[src/rtl/pulse_scheduler.sv]
// pulse_scheduler
//   Timed issue queue between the core's pulse-descriptor output and the
//   pulse memory fetch stage. Descriptors (address + absolute start time)
//   are buffered in a FIFO. Each head entry is released through a
//   valid/ready issue register once the timebase reaches its timestamp.
//   Entries that are released after their timestamp are flagged late.
//
//   State table:
//     state | meaning
//     IDLE  | timebase held at 0, FIFO accepts pushes, nothing issues
//     RUN   | timebase counts up (saturating), due head entries issue
//
// Ports:
//   clk, rst_n              clock, asynchronous active-low reset
//   start, clear            arm timebase / synchronous flush back to IDLE
//   desc_valid/ready/addr/time   descriptor push interface from the core
//   issue_valid/ready/addr/time/late  issue interface to the fetch stage
//   time_now                current timebase
//   fifo_count              FIFO occupancy
//   running                 state == RUN
//   late_err                sticky late-issue flag
module pulse_scheduler #(
  parameter int DEPTH  = 8,
  parameter int ADDR_W = 5,
  parameter int TIME_W = 32
) (
  input  logic                     clk,
  input  logic                     rst_n,
  input  logic                     start,
  input  logic                     clear,
  input  logic                     desc_valid,
  output logic                     desc_ready,
  input  logic [ADDR_W-1:0]        desc_addr,
  input  logic [TIME_W-1:0]        desc_time,
  output logic                     issue_valid,
  input  logic                     issue_ready,
  output logic [ADDR_W-1:0]        issue_addr,
  output logic [TIME_W-1:0]        issue_time,
  output logic                     issue_late,
  output logic [TIME_W-1:0]        time_now,
  output logic [$clog2(DEPTH):0]   fifo_count,
  output logic                     running,
  output logic                     late_err
);

  localparam int PTR_W = $clog2(DEPTH);
  localparam int CNT_W = PTR_W + 1;

  typedef enum logic {IDLE, RUN} state_t;

  state_t state, state_nxt;

  logic [ADDR_W-1:0] mem_addr [DEPTH];
  logic [TIME_W-1:0] mem_time [DEPTH];
  logic [PTR_W-1:0]  wr_ptr, rd_ptr;
  logic [ADDR_W-1:0] head_addr;
  logic [TIME_W-1:0] head_time;
  logic              full, empty, push, load;

  // full comes from the registered count, so a pop in the same cycle does
  // not open a slot for a push until the next cycle.
  assign full       = (fifo_count == CNT_W'(DEPTH));
  assign empty      = (fifo_count == '0);
  assign desc_ready = !full;
  assign running    = (state == RUN);
  assign head_addr  = mem_addr[rd_ptr];
  assign head_time  = mem_time[rd_ptr];

  assign push = desc_valid && desc_ready && !clear;
  assign load = (state == RUN) && !empty && (head_time <= time_now) &&
                (!issue_valid || issue_ready) && !clear;

  always_ff @(posedge clk or negedge rst_n) begin
    if (!rst_n) state <= IDLE;
    else        state <= state_nxt;
  end

  always_comb begin
    state_nxt = state;
    if (clear)                       state_nxt = IDLE;
    else if (state == IDLE && start) state_nxt = RUN;
  end

  // Timebase: held at 0 outside RUN, saturates at all-ones.
  always_ff @(posedge clk or negedge rst_n) begin
    if (!rst_n)                                  time_now <= '0;
    else if (clear || state != RUN)              time_now <= '0;
    else if (time_now != {TIME_W{1'b1}})         time_now <= time_now + 1'b1;
  end

  always_ff @(posedge clk) begin
    if (push) begin
      mem_addr[wr_ptr] <= desc_addr;
      mem_time[wr_ptr] <= desc_time;
    end
  end

  always_ff @(posedge clk or negedge rst_n) begin
    if (!rst_n) begin
      wr_ptr     <= '0;
      rd_ptr     <= '0;
      fifo_count <= '0;
    end else if (clear) begin
      wr_ptr     <= '0;
      rd_ptr     <= '0;
      fifo_count <= '0;
    end else begin
      if (push) wr_ptr <= wr_ptr + 1'b1;
      if (load) rd_ptr <= rd_ptr + 1'b1;
      case ({push, load})
        2'b10:   fifo_count <= fifo_count + 1'b1;
        2'b01:   fifo_count <= fifo_count - 1'b1;
        default: fifo_count <= fifo_count;
      endcase
    end
  end

  // Issue register; "late" compares against the timebase of the load cycle.
  always_ff @(posedge clk or negedge rst_n) begin
    if (!rst_n) begin
      issue_valid <= 1'b0;
      issue_addr  <= '0;
      issue_time  <= '0;
      issue_late  <= 1'b0;
      late_err    <= 1'b0;
    end else if (clear) begin
      issue_valid <= 1'b0;
      issue_addr  <= '0;
      issue_time  <= '0;
      issue_late  <= 1'b0;
      late_err    <= 1'b0;
    end else if (load) begin
      issue_valid <= 1'b1;
      issue_addr  <= head_addr;
      issue_time  <= head_time;
      issue_late  <= (head_time < time_now);
      if (head_time < time_now) late_err <= 1'b1;
    end else if (issue_valid && issue_ready) begin
      issue_valid <= 1'b0;
    end
  end

endmodule

[config.mk]
export PLATFORM = sky130hd
export DESIGN_NAME = pulse_scheduler
export DESIGN_NICKNAME = d
export VERILOG_FILES = /design/src/rtl/pulse_scheduler.sv
export SDC_FILE = /design/constraint.sdc
export NUM_CORES = 1
export LEC_CHECK = 0
export CORE_MARGIN = 3
export CORE_UTILIZATION = 56
export DETAILED_ROUTE_END_ITERATION = 16
export GPL_TIMING_DRIVEN = 0
export PLACE_DENSITY = 0.77
export SYNTH_ARGS = -nofsm -noshare
export SYNTH_HDL_FRONTEND = slang
export SYNTH_SLANG_ARGS = --single-unit
[constraint.sdc]
create_clock -name clk -period 7.53 [get_ports clk]
set_input_delay 1.1295 -clock clk [delete_from_list [all_inputs] [get_ports clk]]
set_output_delay 1.1295 -clock clk [all_outputs]
set_load 0.03 [all_outputs]
== Word level (Yosys, flattened, before mapping) ==
Memories as Yosys holds them, arrays and structs flattened.
Cells that the tools add are included.

* Logic and storage cells: 71
* Bits of input ports: 43
* Memory bits (writable): 296
* Register bits: 83
* Memories: 2

* $add $sub $neg: 5
* Equal/unequal tests: 4
* Bitwise gates (word level): 1
* Reduce and logical (&&, ||, !) cells: 23
* Order comparisons: 2
* Mux-type cells: 24

{| class="wikitable"
|+ Memories
! memory !! depth !! width !! rd ports !! clocked after Yosys merged registers in !! wr ports !! RTL line !! RTL
|-
| mem_time || 8 || 32 || 1 || 0 || 1 || 54 || <nowiki>logic [TIME_W-1:0] mem_time [DEPTH];</nowiki>
|-
| mem_addr || 8 || 5 || 1 || 0 || 1 || 53 || <nowiki>logic [ADDR_W-1:0] mem_addr [DEPTH];</nowiki>
|}

{| class="wikitable"
|+ Operator list
! kind !! count
|-
| 32-bit 2-to-1 mux || 4
|-
| 32-bit by 1-bit adder with 32-bit output, second input constant || 1
|-
| 32-bit <= comparator || 1
|-
| 32-bit less-than comparator || 1
|-
| 32-bit != test, second input constant || 1
|-
| 1-bit 2-to-1 mux || 12
|-
| 3-bit 2-to-1 mux || 4
|-
| 5-bit 2-to-1 mux || 2
|-
| 2-bit nonzero test || 5
|-
| 1-bit logical AND || 8
|-
| 4-bit case mux with 2 select lines || 1
|-
| 3-bit by 1-bit adder with 3-bit output, second input constant || 2
|-
| 3-bit nonzero test || 2
|-
| 4-bit by 1-bit adder with 4-bit output, second input constant || 1
|-
| 4-bit equality test, second input constant || 1
|-
| 1-bit zero test || 4
|-
| 4-bit zero test || 1
|-
| 4-bit 2-to-1 mux || 1
|-
| 4-bit by 1-bit subtractor with 4-bit output, second input constant || 1
|-
| 2-bit by 1-bit equality test with 1-bit output, second input constant || 1
|-
| 2-bit equality test, second input constant || 1
|-
| 1-bit logical OR || 2
|-
| 2-bit AND reduction || 1
|-
| 1-bit NOT || 1
|}

== Depth between registers and ports, before layout ==
* Word-level depth: 9
* Mapped depth: 18

== Worst setup path before layout ==
OpenSTA, ideal clock, no wires.

* Kind: reg-to-reg
* Start: register rd_ptr[0]
* End: register fifo_count[3]
* Cell stages (with the launch flop): 18
* Data required time: 7.405 ns
* Setup slack: 2.730 ns
* Data arrival time: 4.676 ns
* Cells stage by stage: dfrtp_1 > buf_1 > mux4_2 > mux2_2 > ha_1 > nand4_2 > nor4_4 > nand3_1 > o21a_2 > nor3_4 > buf_4 > nor3b_1 > ha_1 > a21o_1 > a21oi_1 > nor2_1 > mux2i_1 > mux2_2

* Word-level cells in the longest chain between the ends: 8

{| class="wikitable"
|+ RTL lines
! what !! RTL line !! RTL
|-
| start: declaration || 55 || <nowiki>logic [PTR_W-1:0] wr_ptr, rd_ptr;</nowiki>
|-
| start signal: assignment || 109 || <nowiki>if (load) rd_ptr <= rd_ptr + 1'b1;</nowiki>
|-
| memory 8 x 32 bit (*) || n/a ||
|-
| 32-bit <= comparator (*) || 70 || <nowiki>assign load = (state == RUN) && !empty && (head_time <= time_now) &&</nowiki>
|-
| 1-bit logical AND (*) (2 in series) || 70 ||
|-
| 1-bit logical AND (*) || 71 || <nowiki>(!issue_valid || issue_ready) && !clear;</nowiki>
|-
| 2-bit by 1-bit equality test with 1-bit output or 2-bit equality test (tied branches) || 110 || <nowiki>case ({push, load})</nowiki>
|-
| 4-bit case mux with 2 select lines || 110 ||
|-
| 4-bit 2-to-1 mux || 103 || <nowiki>end else if (clear) begin</nowiki>
|-
| end signal: assignment || 111 || <nowiki>2'b10: fifo_count <= fifo_count + 1'b1;</nowiki>
|-
| end signal: assignment || 112 || <nowiki>2'b01: fifo_count <= fifo_count - 1'b1;</nowiki>
|-
| end signal: assignment || 113 || <nowiki>default: fifo_count <= fifo_count;</nowiki>
|-
| end: declaration || 41 || <nowiki>output logic [$clog2(DEPTH):0] fifo_count,</nowiki>
|}

Mark *: on every way between the ends. The rest lies on a longest branch, timed or not.
A chain may end at the register's enable or synchronous reset.

== Worst setup path after layout ==
* Start: register rd_ptr[1]
* End: register fifo_count[3]

Same word-level chain as after synthesis.

==> results.toml <==
[place]
hpwl_mm = 24.8
postPlaceCellArea_um2 = 17900
pre_cts_slack_ns = 1.72
port_buffers = 120
place.gp.congestion = 0.832

[power_and_ir_drop]
power.density_nw_per_um2 = 237
pwr-share-clk_pct = 42.1
combPwrFrac_pct = 7.0
power.internal_mw = 3.59
p_leak_nw = 6.42
finalPower_mw = 4.55
swShare_pct = 21.2
switchingPower_mw = 0.967
seqPwrFrac_pct = 50.9
ir_worst_vdd_v = 0.000182

[sta]
drv_slew = 0
setup_viol = 0
slew_headroom_pct = 26.5
hold_viol = 0
skew_ns = 0.0177
min_period_ns = 5.94
fmax_mhz = 168
rsz0062_at_grt = "false"
period_share_pct = 78.9
tightest_slew_ns = 1.10
finalWorstSetupSlack_ns = 1.59

[finish]
regArea_um2 = 11000
antennaDiodeCount = 0
layout.nets = 1179
fillers = 1890
drive_gt1_share_pct = 20.3
fin_area_um2 = 19200
area_delta_synth_final_pct = 20.9
multiInputGateArea_um2 = 4650

[worst_setup_path]
path_class = "reg -> reg"
crit_path_start = "rd_ptr[1]"
cp-end-kind = "register"
crit_family = "simple AND/OR/NAND/NOR gates"
worst_setup_path_start_kind = "register"
cp.required_ns = 7.94
path_buf_inv = 3
cp.arrival_ns = 6.35
crit_fanout = 10
reg2reg_from = "rd_ptr[1]"
path_cells = "clkbuf_1 -> clkbuf_1 -> mux4_2 -> mux2_2 -> ha_1 -> nand4_2 -> nor4_4 -> nand3_1 -> o21a_2 -> nor3_4 -> buf_4 -> nor3b_1 -> ha_1 -> a21o_1 -> a21oi_1 -> nor2_1 -> mux2i_1 -> mux2_2"
cp_slowest_cell = "clkbuf_1"
cp_slowest_stage_delay_ns = 0.71

[clock_tree]
clk-insertion-delay-late_ns = 0.52
cts_setup_buffers = 0
ctsResizeCount = 0
clockBufferDepth = 3
cts_htree_levels = 2
cts_root_buffer = "clkbuf_16"
numClockSinks = 379
tritoncts = "built"
hold_buffers = 0
cts_buffers = 39
clkTransAtPathRegs_ns = 0.07

[run_status]
status = "completed"

[synth]
synth_area_per_cell_um2 = 17.3
ys_seq_area_share_pct = 68.9
yosys_warnings = 0
ys_top_cells_by_count = "edfxtp_1 (296), dfrtp_1 (83), nor2_1 (81), mux4_2 (74), mux2i_1 (39)"
synth_area_leaders = "edfxtp_1 (56%), dfrtp_1 (13%), mux4_2 (10%)"
synthesis.area_um2 = 15900
async_reset_ff_share_pct = 21.9
ys_ff_latch = 379
synth_top_area_share_pct = 55.8
synthFlopType = "edfxtp_1"
synth_edf_count = 296
synth_most_common_cell = "edfxtp_1"
syn-num-nets = 1000
synth_top_cell_by_area = "edfxtp_1"
syn-instance-count = 919
synthDistinctLibCells = 52

[global_route]
grt_pass1_wl_mm = 57.1
grt_pass1_vias = 9478
globalRouteOverflowTotal = 0
grt.total_usage_pct = 24.9
antenna_found_initial = 1
grt_max_degree = 45

[routing]
avgViaCountPerCell = 6.01
initialDrtViolationCount = 913
ant_nets = 0
drt_wl_total_mm = 37.0
wl_per_cell_um = 24.6
vias = 9049
drc = 0
firstDrtPassIters = 5

[worst_hold_path]
hold_class = "reg -> reg"
hp-start = "issue_time[11]"

[die]
die_h_um = 175
dieArea_um2 = 30500
core_um2 = 27900
pin_count = 121
die_width_um = 175
core.rowCount = 61
start_util_pct = 57.0

[flow_run]
maxCapViolations = 0
[layout make-up]
| type | count | area share, % |
|---|---|---|
| timing repair buffer | 138 | 7.77 |
| clock buffer | 60 | 6.12 |
| multi-input combinational | 467 | 24.2 |
| sequential | 379 | 57.0 |
| inverter | 34 | 0.663 |
| tap | 378 | 2.46 |
| buffer | 39 | 1.18 |
| clock inverter | 11 | 0.637 |
[power groups by stage]
stage               sequential (mW)  combinational, mW  clock, mW
global placement               2.36              0.296          0
finish                         2.32              0.318       1.92
global route                   2.32              0.345       2.03
floorplan                      2.38              0.156          0
detailed placement             2.36              0.317          0
CTS                            2.32              0.320       1.94
[layer usage]
metal / part of all wire [%] / routed length [um] / global-route usage (%) / vias up
li1: - / - / - / 3930
met1: 42 / 15600 / 35.9 / 4686
met2: 48 / 17800 / 39.7 / 373
met3: 7.6 / 2800 / 4.89 / 60
met4: 2.1 / 765 / 6.62 / 0
met5: 0 / 0 / 0 / -
[cell families after synthesis]
kind of cell,after synthesis,synth area share [%]
AO/OA/AOI/OAI,56,2.44
XOR/XNOR,33,1.82
AND/OR/NAND/NOR,195,6.41
multiplexers,145,15.2
flip-flops,379,68.9
adder cells (fa/ha/maj),38,3.03
buffers and inverters,73,2.22
[sequential cells by signal, indices dropped and copies added, names as in the netlist, 3 cells and up]
name / flops
mem_time: 256
mem_addr: 40
issue_time: 32
time_now: 32
issue_addr: 5
fifo_count: 4
rd_ptr: 3
wr_ptr: 3
[worst register-to-register path, cell delays in order (launching register included)]
cell	delay, ns
dfrtp_1	0.41
clkbuf_1	0.48
clkbuf_1	0.71
mux4_2	0.41
mux2_2	0.32
ha_1	0.34
nand4_2	0.19
nor4_4	0.41
nand3_1	0.15
o21a_2	0.18
nor3_4	0.25
buf_4	0.27
nor3b_1	0.43
ha_1	0.32
a21o_1	0.15
a21oi_1	0.23
nor2_1	0.06
mux2i_1	0.16
mux2_2	0.35
[layout by cell type (no fill, tap or decap), types with 6 or more instances in the layout]
master / netlist / final
edfxtp_1: 296 / 296
clkdlybuf4s50_1: 0 / 119
dfrtp_1: 83 / 83
nor2_1: 81 / 75
mux4_2: 74 / 74
clkbuf_16: 0 / 41
mux2i_1: 39 / 39
ha_1: 37 / 37
inv_1: 34 / 34
clkbuf_1: 22 / 33
mux2_2: 32 / 32
xnor2_1: 31 / 31
nand2_1: 28 / 28
a21oi_1: 23 / 23
nand3_1: 16 / 16
buf_6: 2 / 12
nand4_1: 10 / 10
nor3_1: 10 / 8
and4_1: 8 / 8
buf_12: 3 / 8
clkbuf_8: 0 / 8
buf_2: 7 / 7
o21ai_0: 7 / 7
nor2_4: 0 / 6
nor4_1: 6 / 6
[path summary, 6_finish.rpt]
path | endpoint | slack [ns] | depth (start not counted)
worst max-delay path | fifo_count[3] | 1.59 | 18
worst min-delay path | issue_time[11] | 0.52 | 2
worst max register to register | fifo_count[3] | 1.59 | 18
worst min register to register | issue_time[11] | 0.52 | 2
max in group asynchronous | issue_time[27] | 6.24 | 2
min in group asynchronous | issue_time[4] | 0.63 | 1
[per-stage QoR]
step	utilization [%]	hold slack, ns	std cells	setup TNS (ns)
finish	68.9	0.522	1506	0
global route	68.9	0.543	1506	0
CTS	68.9	0.522	1506	0
detailed placement	64.2	0.509	1435	0
global placement	63.0	0.502	1417	-32.02
floorplan	-	0.551	919	0
Power figures use the tool's default switching activity.
